**src/rtl/ebpf_shift_pkg.sv**
```systemverilog
// Shared definitions for the eBPF shift issuer: op encodings, FSM states and
// the operand conditioning applied before a request is handed to the shifter.
package ebpf_shift_pkg;

  localparam int XLEN         = 64;
  localparam int DRAIN_CYCLES = 3;

  typedef enum logic [1:0] {
    OP_LSH  = 2'd0,
    OP_RSH  = 2'd1,
    OP_ARSH = 2'd2,
    OP_ILL  = 2'd3
  } op_e;

  typedef enum logic [2:0] {
    ST_DRAIN,
    ST_IDLE,
    ST_ISSUE,
    ST_WAIT,
    ST_RESP
  } state_e;

  typedef struct packed {
    logic            left;
    logic            arith;
    logic [XLEN-1:0] value;
    logic [XLEN-1:0] shift;
  } sh_cmd_t;

  // ALU32 ops only see the low word; ARSH needs the sign carried into the
  // upper half so the 64-bit shifter shifts ones into bit 31.
  function automatic sh_cmd_t shift_cond(input op_e             op,
                                         input logic            alu32,
                                         input logic [XLEN-1:0] value,
                                         input logic [XLEN-1:0] shift);
    sh_cmd_t c;
    c.left  = (op == OP_LSH);
    c.arith = (op == OP_ARSH);
    if (alu32) begin
      c.shift = {{(XLEN-5){1'b0}}, shift[4:0]};
      c.value = c.arith ? {{(XLEN-32){value[31]}}, value[31:0]}
                        : {{(XLEN-32){1'b0}}, value[31:0]};
    end else begin
      c.shift = {{(XLEN-6){1'b0}}, shift[5:0]};
      c.value = value;
    end
    return c;
  endfunction

endpackage

```
**src/rtl/shift_issuer.sv**
```systemverilog
// Initiator for the stb/ack shift unit: accepts one shift request, issues it
// once, waits for ack (or times out) and returns the conditioned result.
module shift_issuer
  import ebpf_shift_pkg::*;
#(
  parameter int DATA_WIDTH = 64,
  parameter int TAG_WIDTH  = 4,
  parameter int TIMEOUT    = 15
) (
  input  logic                  clk,
  input  logic                  rst_n,
  input  logic                  req_valid,
  output logic                  req_ready,
  input  logic [1:0]            req_op,
  input  logic                  req_alu32,
  input  logic [TAG_WIDTH-1:0]  req_tag,
  input  logic [DATA_WIDTH-1:0] req_value,
  input  logic [DATA_WIDTH-1:0] req_shift,
  output logic                  sh_stb,
  output logic                  sh_arith,
  output logic                  sh_left,
  output logic [DATA_WIDTH-1:0] sh_value,
  output logic [DATA_WIDTH-1:0] sh_shift,
  input  logic [DATA_WIDTH-1:0] sh_out,
  input  logic                  sh_ack,
  output logic                  rsp_valid,
  input  logic                  rsp_ready,
  output logic [DATA_WIDTH-1:0] rsp_result,
  output logic [TAG_WIDTH-1:0]  rsp_tag,
  output logic                  rsp_err
);

  localparam logic [7:0] DRAIN_LAST = 8'(DRAIN_CYCLES - 1);
  localparam logic [7:0] TMO_LIMIT  = 8'(TIMEOUT);

  state_e                state_q, state_d;
  logic [7:0]            cnt_q, cnt_d;
  logic                  alu32_q, alu32_d;
  logic                  sh_arith_q, sh_arith_d;
  logic                  sh_left_q, sh_left_d;
  logic [DATA_WIDTH-1:0] sh_value_q, sh_value_d;
  logic [DATA_WIDTH-1:0] sh_shift_q, sh_shift_d;
  logic [DATA_WIDTH-1:0] rsp_result_q, rsp_result_d;
  logic [TAG_WIDTH-1:0]  rsp_tag_q, rsp_tag_d;
  logic                  rsp_err_q, rsp_err_d;
  sh_cmd_t               cmd;

  always_comb begin
    state_d      = state_q;
    cnt_d        = cnt_q;
    alu32_d      = alu32_q;
    sh_arith_d   = sh_arith_q;
    sh_left_d    = sh_left_q;
    sh_value_d   = sh_value_q;
    sh_shift_d   = sh_shift_q;
    rsp_result_d = rsp_result_q;
    rsp_tag_d    = rsp_tag_q;
    rsp_err_d    = rsp_err_q;
    cmd          = shift_cond(op_e'(req_op), req_alu32, req_value, req_shift);

    unique case (state_q)
      ST_DRAIN: begin
        cnt_d = cnt_q + 8'd1;
        if (cnt_q == DRAIN_LAST) begin
          cnt_d   = 8'd0;
          state_d = ST_IDLE;
        end
      end
      ST_IDLE: begin
        if (req_valid) begin
          rsp_tag_d = req_tag;
          alu32_d   = req_alu32;
          if (op_e'(req_op) == OP_ILL) begin
            rsp_err_d    = 1'b1;
            rsp_result_d = '0;
            state_d      = ST_RESP;
          end else begin
            sh_left_d  = cmd.left;
            sh_arith_d = cmd.arith;
            sh_value_d = cmd.value;
            sh_shift_d = cmd.shift;
            state_d    = ST_ISSUE;
          end
        end
      end
      ST_ISSUE: begin
        cnt_d   = 8'd0;
        state_d = ST_WAIT;
      end
      ST_WAIT: begin
        if (sh_ack) begin
          rsp_result_d = alu32_q ? {{(DATA_WIDTH-32){1'b0}}, sh_out[31:0]} : sh_out;
          rsp_err_d    = 1'b0;
          state_d      = ST_RESP;
        end else begin
          cnt_d = cnt_q + 8'd1;
          if (cnt_d == TMO_LIMIT) begin
            rsp_result_d = '0;
            rsp_err_d    = 1'b1;
            state_d      = ST_RESP;
          end
        end
      end
      ST_RESP: begin
        if (rsp_ready) state_d = ST_IDLE;
      end
      default: state_d = ST_DRAIN;
    endcase
  end

  always_ff @(posedge clk) begin
    if (!rst_n) begin
      state_q      <= ST_DRAIN;
      cnt_q        <= 8'd0;
      alu32_q      <= 1'b0;
      sh_arith_q   <= 1'b0;
      sh_left_q    <= 1'b0;
      sh_value_q   <= '0;
      sh_shift_q   <= '0;
      rsp_result_q <= '0;
      rsp_tag_q    <= '0;
      rsp_err_q    <= 1'b0;
    end else begin
      state_q      <= state_d;
      cnt_q        <= cnt_d;
      alu32_q      <= alu32_d;
      sh_arith_q   <= sh_arith_d;
      sh_left_q    <= sh_left_d;
      sh_value_q   <= sh_value_d;
      sh_shift_q   <= sh_shift_d;
      rsp_result_q <= rsp_result_d;
      rsp_tag_q    <= rsp_tag_d;
      rsp_err_q    <= rsp_err_d;
    end
  end

  assign req_ready  = (state_q == ST_IDLE);
  assign sh_stb     = (state_q == ST_ISSUE);
  assign sh_arith   = sh_arith_q;
  assign sh_left    = sh_left_q;
  assign sh_value   = sh_value_q;
  assign sh_shift   = sh_shift_q;
  assign rsp_valid  = (state_q == ST_RESP);
  assign rsp_result = rsp_result_q;
  assign rsp_tag    = rsp_tag_q;
  assign rsp_err    = rsp_err_q;

endmodule

```
**config.mk**
```make
export PLATFORM = sky130hd
export DESIGN_NAME = shift_issuer
export DESIGN_NICKNAME = d
export VERILOG_FILES = /design/src/rtl/ebpf_shift_pkg.sv /design/src/rtl/shift_issuer.sv
export SDC_FILE = /design/constraint.sdc
export NUM_CORES = 1
export LEC_CHECK = 0
export ABC_AREA = 1
export BUFFER_PORTS_ARGS = -buffer_cell sky130_fd_sc_hd__buf_2
export CAP_MARGIN = 15
export CORE_ASPECT_RATIO = 0.5
export CORE_MARGIN = 10
export CORE_UTILIZATION = 24
export CTS_CLUSTER_SIZE = 14
export DETAILED_ROUTE_END_ITERATION = 6
export PLACE_DENSITY = 0.5
export SLEW_MARGIN = 30
export SYNTH_ARGS = -nofsm -noshare
export SYNTH_HDL_FRONTEND = slang
export SYNTH_SLANG_ARGS = --single-unit
export TNS_END_PERCENT = 10
```
**constraint.sdc**
```tcl
create_clock -name clk -period 2.4 [get_ports clk]
set_clock_uncertainty 0.2 [all_clocks]
set_input_delay 0.24 -clock clk [delete_from_list [all_inputs] [get_ports clk]]
set_output_delay 0.24 -clock clk [all_outputs]
set_load 0.05 [all_outputs]
```
## Yosys cells after proc, flatten, opt, wreduce, memory -nomap -nowiden

Cells that the tools add are included.

- Register bits after elaboration: 211
- Input bits: 204
- Output and inout bits: 202
- Word-level logic and storage cells: 58

- $add $sub $neg: 1
- Equal/unequal tests: 14
- Muxes and demuxes: 23
- Bitwise operators: 1
- Reductions and logical operators: 9

Operator list:

| kind | number |
|---|---|
| $mux 64 | 6 |
| $mux 128 | 1 |
| $pmux 64 s2 | 1 |
| $pmux 8 s3 | 1 |
| $mux 3 | 6 |
| $mux 8 | 2 |
| $pmux 3 s5 | 1 |
| $add 8x1->8 const B | 1 |
| $eq 8x2->1 const B | 1 |
| $eq 8x4->1 const B | 1 |
| $reduce_and 4->1 | 2 |
| $eq 3x2->1 const B | 2 |
| $ne 2x2->1 const B | 3 |
| $eq 2x2->1 const B | 2 |
| $mux 1 | 4 |
| $ne 2x1->1 const B | 2 |
| $reduce_and 2->1 | 2 |
| $eq 3x1->1 const B | 1 |
| $eq 3x3->1 const B | 1 |
| $logic_not 3->1 | 1 |
| $ne 3x3->1 const B | 1 |
| $reduce_and 3->1 | 1 |
| $reduce_bool 3->1 | 1 |
| $logic_not 2->1 | 1 |
| other kinds (3) | 3 |

## Longest topological paths before layout

Gate-level depths: netlist of the first run.

- Word-level depth: 5
- Mapped depth: 14
- Depth with buffers taken out: 12

## Least setup slack after synthesis of the first run

No wires, ideal clock.

- Kind: register -> register
- From: reg state_q[0]
- To: reg state_q[0]
- Setup time: 0.110 ns
- Arrival time: 1.948 ns
- Data required time: 2.090 ns
- Setup slack: 0.143 ns
- Stages on the path, launching flop included: 7
- Buffers on the path: 0
- Period minus slack after synthesis: 2.257 ns
- Cell sequence: dfxtp_1 > nor3_1 > nand2_1 > nand2_1 > o211ai_1 > nand2_1 > inv_1

- Cells in the longest elaborated chain, start to end: 3
- Elaborated cells on any way between the ends: 11
- Those cells by class: eq/ne (8); mux (1); reduce/logical (2)

Ends and longest elaborated chain:

| element | line | text |
|---|---|---|
| start, declared | shift_issuer.sv:36 | `state_e state_q, state_d;` |
| start signal, assigned | shift_issuer.sv:124 | `state_q <= state_d;` |
| $eq 3x3->1 (*) | -- |  |
| net rsp_valid | shift_issuer.sv:26 | `output logic rsp_valid,` |
| $ne 2x1->1 (no source line) | -- |  |
| $reduce_and 4->1 (no source line) | -- |  |

The timed path passes the listed nets; every way through them passes the cells marked *.
A chain may end at the register's enable or synchronous reset.

## Final worst setup path of the first run

- From: reg cnt_q[1]
- To: reg rsp_result_q[19], in the netlist rsp_result[19]

- Cells in the longest elaborated chain, start to end: 4

Ends and longest elaborated chain:

| element | line | text |
|---|---|---|
| start, declared | shift_issuer.sv:37 | `logic [7:0] cnt_q, cnt_d;` |
| start signal, assigned | shift_issuer.sv:125 | `cnt_q <= cnt_d;` |
| $add 8x1->8 | shift_issuer.sv:96 | `cnt_d = cnt_q + 8'd1;` |
| $eq 8x4->1 | shift_issuer.sv:97 | `if (cnt_d == TMO_LIMIT) begin` |
| $ne 3x3->1 (no source line) | -- |  |
| $reduce_and 4->1 (no source line) | -- |  |
| end signal, assigned | shift_issuer.sv:131 | `rsp_result_q <= rsp_result_d;` |
| end, declared | shift_issuer.sv:43 | `logic [DATA_WIDTH-1:0] rsp_result_q, rsp_result_d;` |

No other way between the ends.

==> results.md, run 1 <==
- Routability-driven placement finished with a final weighted congestion of around 0.8.
- Once layout is complete, the utilization of the core stands at 0.3713.
- The antenna violation net count after detailed routing is 0.
- The setup TNS after final layout is 0 ps.
- The number of global-route vias before repair was 7356.
- The required time at the worst-slack endpoint is about 2600 ps.
- The detailed router placed slightly below 8000 vias in this run.
- The H-tree was split into 4 levels.
- Of the cells placed in the final design, the portion with a size suffix greater than 1 is 0.2360.
- The CTS tree is done.
- The routed wire length is ~28000 µm.
- The flop-to-flop setup slack is between 150 and 200 ps.
- Setup violations remaining at the end of the flow were counted as 0.
- The initial utilization of the core area, before any placement, comes to 0.2464.
- The first TritonRoute pass finished after 5 iterations.
- The tree built by TritonCTS fans out to around 150 sinks.
- The CTS buffer count is 17.
- The depth of the worst register-to-register path is 12.
- The finished layout holds approximately 1900 standard cells, fillers aside.
- The total congestion overflow after global routing is 0.
- The horizontal extent of the die is between 200 and 300 µm.
- The proportion of synthesized chip area in sequential cells is 0.4236.
- The worst setup path is launched from a flip-flop.
- The core region area is ~29000 µm².
- The number of antenna violations at the first check in global routing is 1.
- Entering global routing, the biggest net connects 64 pins.
- The Yosys step of the flow raised 0 warnings.
- Of the total synthesized cell area, the portion taken by XOR and XNOR cells is 0.
- The cell row count is 44.
- The critical path is of the reg2reg type.
- The number of port buffers is between 200 and 300.
- After synthesis, the share of flip-flops with an asynchronous set or reset is 0.
- The first global-routing pass estimated a little over 40000 µm of wire.
- After synthesis the netlist holds a flip-flop and latch count of about 150.
- For this run, the total global-route usage over all layers was measured as 0.1378.
- Compared with the post-synthesis result, the final layout area differs by 50.68%.
- The number of design rule violations left after detail routing is 0.
- The nature of the critical path endpoint is a flip-flop.
- Using the TritonRoute via totals, the vias-per-cell ratio works out to 4.086.
- The total power is around 12 mW.
- The flow ran to the end, and the final reports show no timing, DRC or antenna violations.
- Synthesis instantiated 30 different standard cells from the library.
- After synthesis, the largest family of logic cells by area is simple AND/OR/NAND/NOR gates.
- The post-synthesis share of cell area spent on and, or, nand and nor gates is 0.2930.
- The synthesized cell area is roughly 7200 µm².
- In this run, the number of DRC markers left after iteration 0 of detailed routing was about 420.
- The number of hold violations in the final report is 0.
- The multiplexer share of the synthesized area is 0.
- The number of ports placed on the die boundary is a little over 400.
- Clock-pin slew was measured on the worst setup and hold paths at ~70 ps.
- In this run the critical register-to-register path is launched from cnt_q[1]$_SDFFE_PN0P_.
- The worst hold path passes through 5 cells.
- The maximum VDD drop is about 0.56 mV.
- The layout net count is 1689.
- The worst path arrival time is roughly 2400 ps.
- The post-CTS setup buffer count is 0.
- Clock tree synthesis selected as its root buffer the cell sky130_fd_sc_hd__clkbuf_16.
- In the finished design, the share of the clock period the worst path needs comes to 0.9231.
- In this run the critical register-to-register path is captured at rsp_result[19]$_SDFFE_PN0P_.
- The die covers 37890 µm².
- In this run the most critical hold path is launched from sh_ack.
- The count of final max-slew check failures is 0.
- The vertical die dimension is about 140 µm.
- In this run the mean area of a mapped cell was around 6.7 µm².
- Max-cap violations in this run came to 0.
- The power per standard cell area is around 1100 nW/µm².
- The compound-gate portion of the synthesized area was 0.09725.
- The remaining max-slew budget at the tightest pin is 0.5730.
- Setup repair after global routing left no endpoint under its margin.
- Along the worst path, the maximum fanout reaches ~60.
- The leakage power figure is 5.463 nW.
- The arithmetic-cell share of the synthesized area counting full adders, half adders and majority gates is 0.003461.
- The classification of the worst-slack hold path is in2reg.
- In the final routed layout, each cell accounts on average for between 10 and 15 µm.
- The end of the worst hold path is rsp_result[11]$_SDFFE_PN0P_.
- Counting flops with a built-in enable in the synthesized netlist gives 0.
- The final critical path time including I/O delays and setup is between 2000 and 2500 ps.
- Once detailed placement completed, the half-perimeter wirelength came to 18900 µm.
- Counting every instance in the synthesized netlist gives 1079.
- After detailed placement, the design holds a cell count of about 1700.
- The achievable frequency is around 0.45 GHz.
- Counting along the longest clock path gives a buffer depth of 2.
- The commonest register cell after synthesis is sky130_fd_sc_hd__dfxtp_1.
- Clock latency on the worst-skew pair, taken at its later pin, is about 440 ps.
- At the pin with the least slew margin, the transition time is about 640 ps.
## worst max path at each step
stage / startpoint / to / slack, ps / cells past startpoint
3_3_place_gp: state_q[0]$_SDFFE_PN0P_ / rsp_result[43]$_SDFFE_PN0P_ / 140 / 10
3_5_place_dp: state_q[0]$_SDFFE_PN0P_ / rsp_result[43]$_SDFFE_PN0P_ / 110 / 10
2_1_floorplan: state_q[0]$_SDFFE_PN0P_ / state_q[0]$_SDFFE_PN0P_ / 140 / 6
4_1_cts: state_q[0]$_SDFFE_PN0P_ / rsp_result[43]$_SDFFE_PN0P_ / 90 / 10
5_1_grt: cnt_q[1]$_SDFFE_PN0P_ / rsp_result[8]$_SDFFE_PN0P_ / 9 / 13
6_report: cnt_q[1]$_SDFFE_PN0P_ / rsp_result[19]$_SDFFE_PN0P_ / 180 / 12
## cell families after synthesis
group / Yosys count
compound gates: 129
fa+ha+maj: 2
buf+inv: 277
flops: 153
other cells: 1
simple gates: 517
## flip-flops by register name (all words and copies together) (netlist names), 3 cells and up
| signal | count |
|---|---|
| state_q | 3 |
| cnt_q | 8 |
| sh_value | 64 |
| rsp_tag | 4 |
| rsp_result | 64 |
| sh_shift | 6 |
## power breakdown
| part | total (mW) | leakage (nW) | internal [mW] | switching [mW] |
|---|---|---|---|---|
| combinational | 5.83 | 3.95 | 1.53 | 4.30 |
| clock | 2.65 | 0.264 | 1.47 | 1.18 |
| sequential | 3.43 | 1.25 | 3.15 | 0.280 |
## worst max-delay path: stages (launching register included)
cell	delay, ps
sky130_fd_sc_hd__dfxtp_1	400
sky130_fd_sc_hd__ha_2	250
sky130_fd_sc_hd__nand3_1	130
sky130_fd_sc_hd__nand2_1	120
sky130_fd_sc_hd__nand3_1	70
sky130_fd_sc_hd__nor2_1	140
sky130_fd_sc_hd__nand3_1	110
sky130_fd_sc_hd__nand2_2	160
sky130_fd_sc_hd__nand3_4	100
sky130_fd_sc_hd__buf_12	210
sky130_fd_sc_hd__nand2_1	90
sky130_fd_sc_hd__nand2_1	50
sky130_fd_sc_hd__nor2_1	100
## timing repair
action,4_1_cts,5_1_grt
setup endpoints to repair,0,14
hold buffers,143,0
hold endpoints to repair,141,0
resized for setup,0,2
## layer usage
layer / track usage / vias up / part of all wire
li1: - / 4051 / -
met1: 0.1460 / 3486 / 0.39
met2: 0.2633 / 151 / 0.55
met3: 0.03325 / 30 / 0.037
met4: 0.05053 / 0 / 0.023
met5: 0 / - / 0
## cell usage after synthesis (all sizes together) (2+ instances only)
library cell | count | area share
dfxtp | 153 | 0.42
a21oi | 15 | 0.011
nor3 | 2 | 0.0014
a31oi | 32 | 0.028
nand2 | 251 | 0.13
clkbuf | 26 | 0.014
nor2 | 191 | 0.10
ha | 2 | 0.0035
inv | 150 | 0.078
nand3 | 14 | 0.010
o21ai | 78 | 0.055
nand4 | 58 | 0.050
buf | 100 | 0.090
## cells in the final DEF, fill, tap and decap left out, types with 2 or more instances in the layout
cell,n
sky130_fd_sc_hd__conb_1,58
sky130_fd_sc_hd__clkinv_4,2
sky130_fd_sc_hd__clkinvlp_4,4
sky130_fd_sc_hd__inv_1,145
sky130_fd_sc_hd__nand3_1,13
sky130_fd_sc_hd__buf_12,6
sky130_fd_sc_hd__nand2_1,250
sky130_fd_sc_hd__nor2_4,2
sky130_fd_sc_hd__inv_2,5
sky130_fd_sc_hd__buf_2,288
sky130_fd_sc_hd__clkbuf_1,2
sky130_fd_sc_hd__dfxtp_1,153
sky130_fd_sc_hd__buf_4,17
sky130_fd_sc_hd__inv_6,4
sky130_fd_sc_hd__clkbuf_16,17
sky130_fd_sc_hd__diode_2,2
sky130_fd_sc_hd__nor3_1,2
sky130_fd_sc_hd__nand4_1,58
sky130_fd_sc_hd__a21oi_1,14
sky130_fd_sc_hd__dlygate4sd3_1,143
sky130_fd_sc_hd__o21ai_0,76
sky130_fd_sc_hd__a31oi_1,32
sky130_fd_sc_hd__nor2_1,189
## metrics by stage
step,hold WS [ps],area (µm²),setup WS [ps]
after floorplan,200.9,7445,142.5
after global placement,237.2,8887,139.8
after detailed placement,239.9,8887,114.5
after CTS,15.09,10880,87.66
after global routing,45.09,10890,8.984
final,42.40,10900,184.7
## cell type report
cell class | instances | area [µm²]
Fill cell | 3170 | 18450
Timing Repair Buffer | 454 | 3120
Multi-Input combinational cell | 706 | 3087
Sequential cell | 153 | 3063
Inverter | 151 | 566.8
Tap cell | 391 | 489.2
Clock buffer | 20 | 446.7
Clock inverter | 12 | 117.6
Antenna cell | 2 | 5.005
Note: power is estimated with default switching activity, not from simulation.
==> run 2, diff against run 1 <==
- clock period: 2.4 -> 2.2 ns (I/O delays scaled with it)
==> run 2 against run 1 <==
Compared with the run above: flip-flop and latch count unchanged; maximum frequency increased by 5.5%; final cell count increased by 0.58%; core utilization increased by 1.2 points; die area unchanged; first-iteration DRC count decreased by 1.7%; hold slack got worse by 24 ps; critical path type unchanged; combinational power increased by 16%; largest power group unchanged; sequential power increased by 10%; final area increased by 3.2%.
==> results.md, run 2 (same netlist as run 1, synthesis figures left out) <==
- The overall via count from detail_route is 7799 (+1.0%).
- The flop-to-flop setup slack is 100 ps (-90 ps).
- The clock root buffer is sky130_fd_sc_hd__clkbuf_16.
- The global placer's final weighted congestion came to 0.7845 (about the same).
- The dominant delay contributor by cell family on the critical path is simple AND/OR/NAND/NOR gates.
- The global-route wire length before repair was 41660 µm (+0.18%).
- The total routing usage reported by global routing is 0.1381 (+0.0002994).
- The top cell types in the final layout, fill and taps aside, are 288 x sky130_fd_sc_hd__buf_2, 246 x sky130_fd_sc_hd__nand2_1, 184 x sky130_fd_sc_hd__nor2_1.
- The count of filler cells inserted in the layout is 3120 (-1.6%).
- The number of design rule violations left after detail routing is 0 (unchanged).
- The peak per-stage delay on the critical path is 370 ps (-30 ps).
- The antenna violation net count after detailed routing is 0 (unchanged).
- The maximum fanout along the worst path was 8 (-87%).
- The vertical die dimension is 142.7 µm (unchanged).
- The number of global-route vias before repair came to 7455 (+1.3%).
- The worst hold path belongs to the class in2reg.
- The nature of the critical path endpoint is a flip-flop.
- The number of violations of the max-capacitance limit was 0 (unchanged).
- The die area is 37890 µm² (unchanged).
- The setup TNS after final layout is 0 ps (unchanged).
- The clock network latency to the later pin of the worst-skew pair came to 440 ps (about the same).
- The leakage power figure is 5.601 nW (+2.5%).
- The power per standard cell area is 1218 nW/µm² (+11%).
- The number of search-and-repair iterations in the first detailed-routing pass is 4 (-1).
- The number of port buffers is 289 (unchanged).
- The maximum VDD drop is 0.6147 mV (+11%).
- The horizontal extent of the die was 265.5 µm (unchanged).
- The number of clock sinks seen by CTS came to 153 (unchanged).
- The placed instance count is 1712 (unchanged).
- The detailed router's first-iteration violation count came to 416 (-1.7%).
- The number of antenna violations at the first check in global routing was 3 (+2).
- The layout net count was 1699 (+0.59%).
- The CTS buffer count was 17 (unchanged).
- The share of layout cells above drive strength 1 is 0.2550 (+0.01902).
- The half-perimeter wire length after placement is 19150 µm (+1.3%).
- The library cell used most frequently in the layout, excluding fill and tap cells, is sky130_fd_sc_hd__buf_2.
- The core region area is 29340 µm² (unchanged).
- Traced cell by cell, the critical path runs through ha_4 > nand2_2 > inv_2 > nor2_4 > nand3_2 > nor2_2 > nand3_2 > nand2_4 > nand3_4 > clkbuf_16 > nand2_2 > nand2_1 > nor2_1.
- The flow ran to the end, and the final reports show no timing, DRC or antenna violations.
- The post-route worst hold slack was 18.64 ps (-23.76 ps).
- The clock input transition at the sequential cells of the worst setup and hold paths is 70 ps (about the same).
- The number of ports placed on the die boundary is 406 (unchanged).
- The routed wire length is 28800 µm (+4.4%).
- The count of placed standard cells in the final layout, fillers left out was 1900 (+0.58%).
- The slowest stage of the critical path belongs to the cell sky130_fd_sc_hd__dfxtp_4.
- Compared with the post-synthesis result, the final layout area differs by 55.49%.
- The final critical path time including I/O delays and setup was 2101 ps (-114.7 ps).
- The required time at the worst-slack endpoint is 2380 ps (-200 ps).
- The number of buffer and inverter instances along the worst setup path was 2 (+1).
- The largest buffer count on any clock path is 2 (unchanged).
- The total congestion overflow after global routing is 0 (unchanged).
- The cell row count is 44 (unchanged).
- The worst setup path is launched from a flip-flop.
- The wire length per cell is 15.16 µm (+3.8%).
- The starting utilization of the core area came to 0.2464 (unchanged).
- The CTS tree is done.
- The worst path arrival time came to 2280 ps (-110 ps).
- The achievable frequency is 0.4760 GHz (+5.5%).
- The detail-routed via count per cell is 4.105 (+0.46%).
- Setup repair after global routing could not meet its margin everywhere.
- The number of hold violations in the final report is 0 (unchanged).
- The share of the cycle needed by the critical path after routing is 0.9548 (+0.03177).
- The maximum number of pins on one net before global-route repair came to 69 (+7.8%).
- The count of final setup violators is 0 (unchanged).
- The count of final max-slew check failures is 0 (unchanged).
- The critical path is of the reg2reg type.
- The H-tree depth came to 4 (unchanged).
[run 2: stage by stage]
stage	instance area [µm²]	worst slack, ps	power (mW)	utilization
finish	11240	99.37	13.69	0.3832
CTS	10990	7.492	13.47	0.3746
detailed placement	8935	8.699	10.04	0.3045
global placement	8935	9.926	10.05	0.3045
global route	11240	-44.11	14.60	0.3832
floorplan	7450	257.7	8.593	-
[run 2: layout make-up]
| type | count | area (µm²) | area share |
|---|---|---|---|
| diodes | 3 | 7.507 | 0.0006677 |
| inverters | 151 | 566.8 | 0.05041 |
| clock inverters | 15 | 188.9 | 0.01680 |
| multi-input cells | 706 | 3157 | 0.2808 |
| clock buffers | 17 | 425.4 | 0.03784 |
| repair buffers | 464 | 3332 | 0.2963 |
| well taps | 391 | 489.2 | 0.04351 |
| flip-flops and latches | 153 | 3077 | 0.2736 |
[run 2: report_power, final]
| group | switching (mW) | internal, mW |
|---|---|---|
| clock network | 1.34 | 1.81 |
| registers | 0.331 | 3.45 |
| logic | 4.84 | 1.93 |
[run 2: tightest hold or removal path, stage by stage]
cell,delay (ps)
sky130_fd_sc_hd__buf_4,230
sky130_fd_sc_hd__o21ai_0,120
sky130_fd_sc_hd__nor2_1,40
[run 2: repair_timing]
item / 4_1_cts / 5_1_grt
buffers inserted: 0 / 3
setup endpoints to repair: 7 / 68
hold endpoints to repair: 141 / 0
gates resized for setup: 1 / 30
hold buffers: 144 / 0
pin swaps: 0 / 18
cloned: 0 / 6
[run 2: path summary, 6_finish.rpt]
check                                     end  cells after the start             startpoint
setup / recovery  rsp_result[43]$_SDFFE_PN0P_                     13  cnt_q[1]$_SDFFE_PN0P_
hold / removal      sh_value[12]$_SDFFE_PN0P_                      3                  rst_n
setup reg to reg  rsp_result[43]$_SDFFE_PN0P_                     13  cnt_q[1]$_SDFFE_PN0P_
hold reg to reg          rsp_err$_SDFFE_PN0P_                      2   rsp_err$_SDFFE_PN0P_
[run 2: per-layer routing]
metal / share of wire / vias to the layer above / track usage / routed length, µm
met2: 0.54 / 162 / 0.2629 / 15650
met1: 0.39 / 3517 / 0.1409 / 11130
met5: 0 / - / 0 / 0
met4: 0.031 / 0 / 0.05744 / 901
met3: 0.039 / 44 / 0.03976 / 1128
li1: - / 4076 / - / -
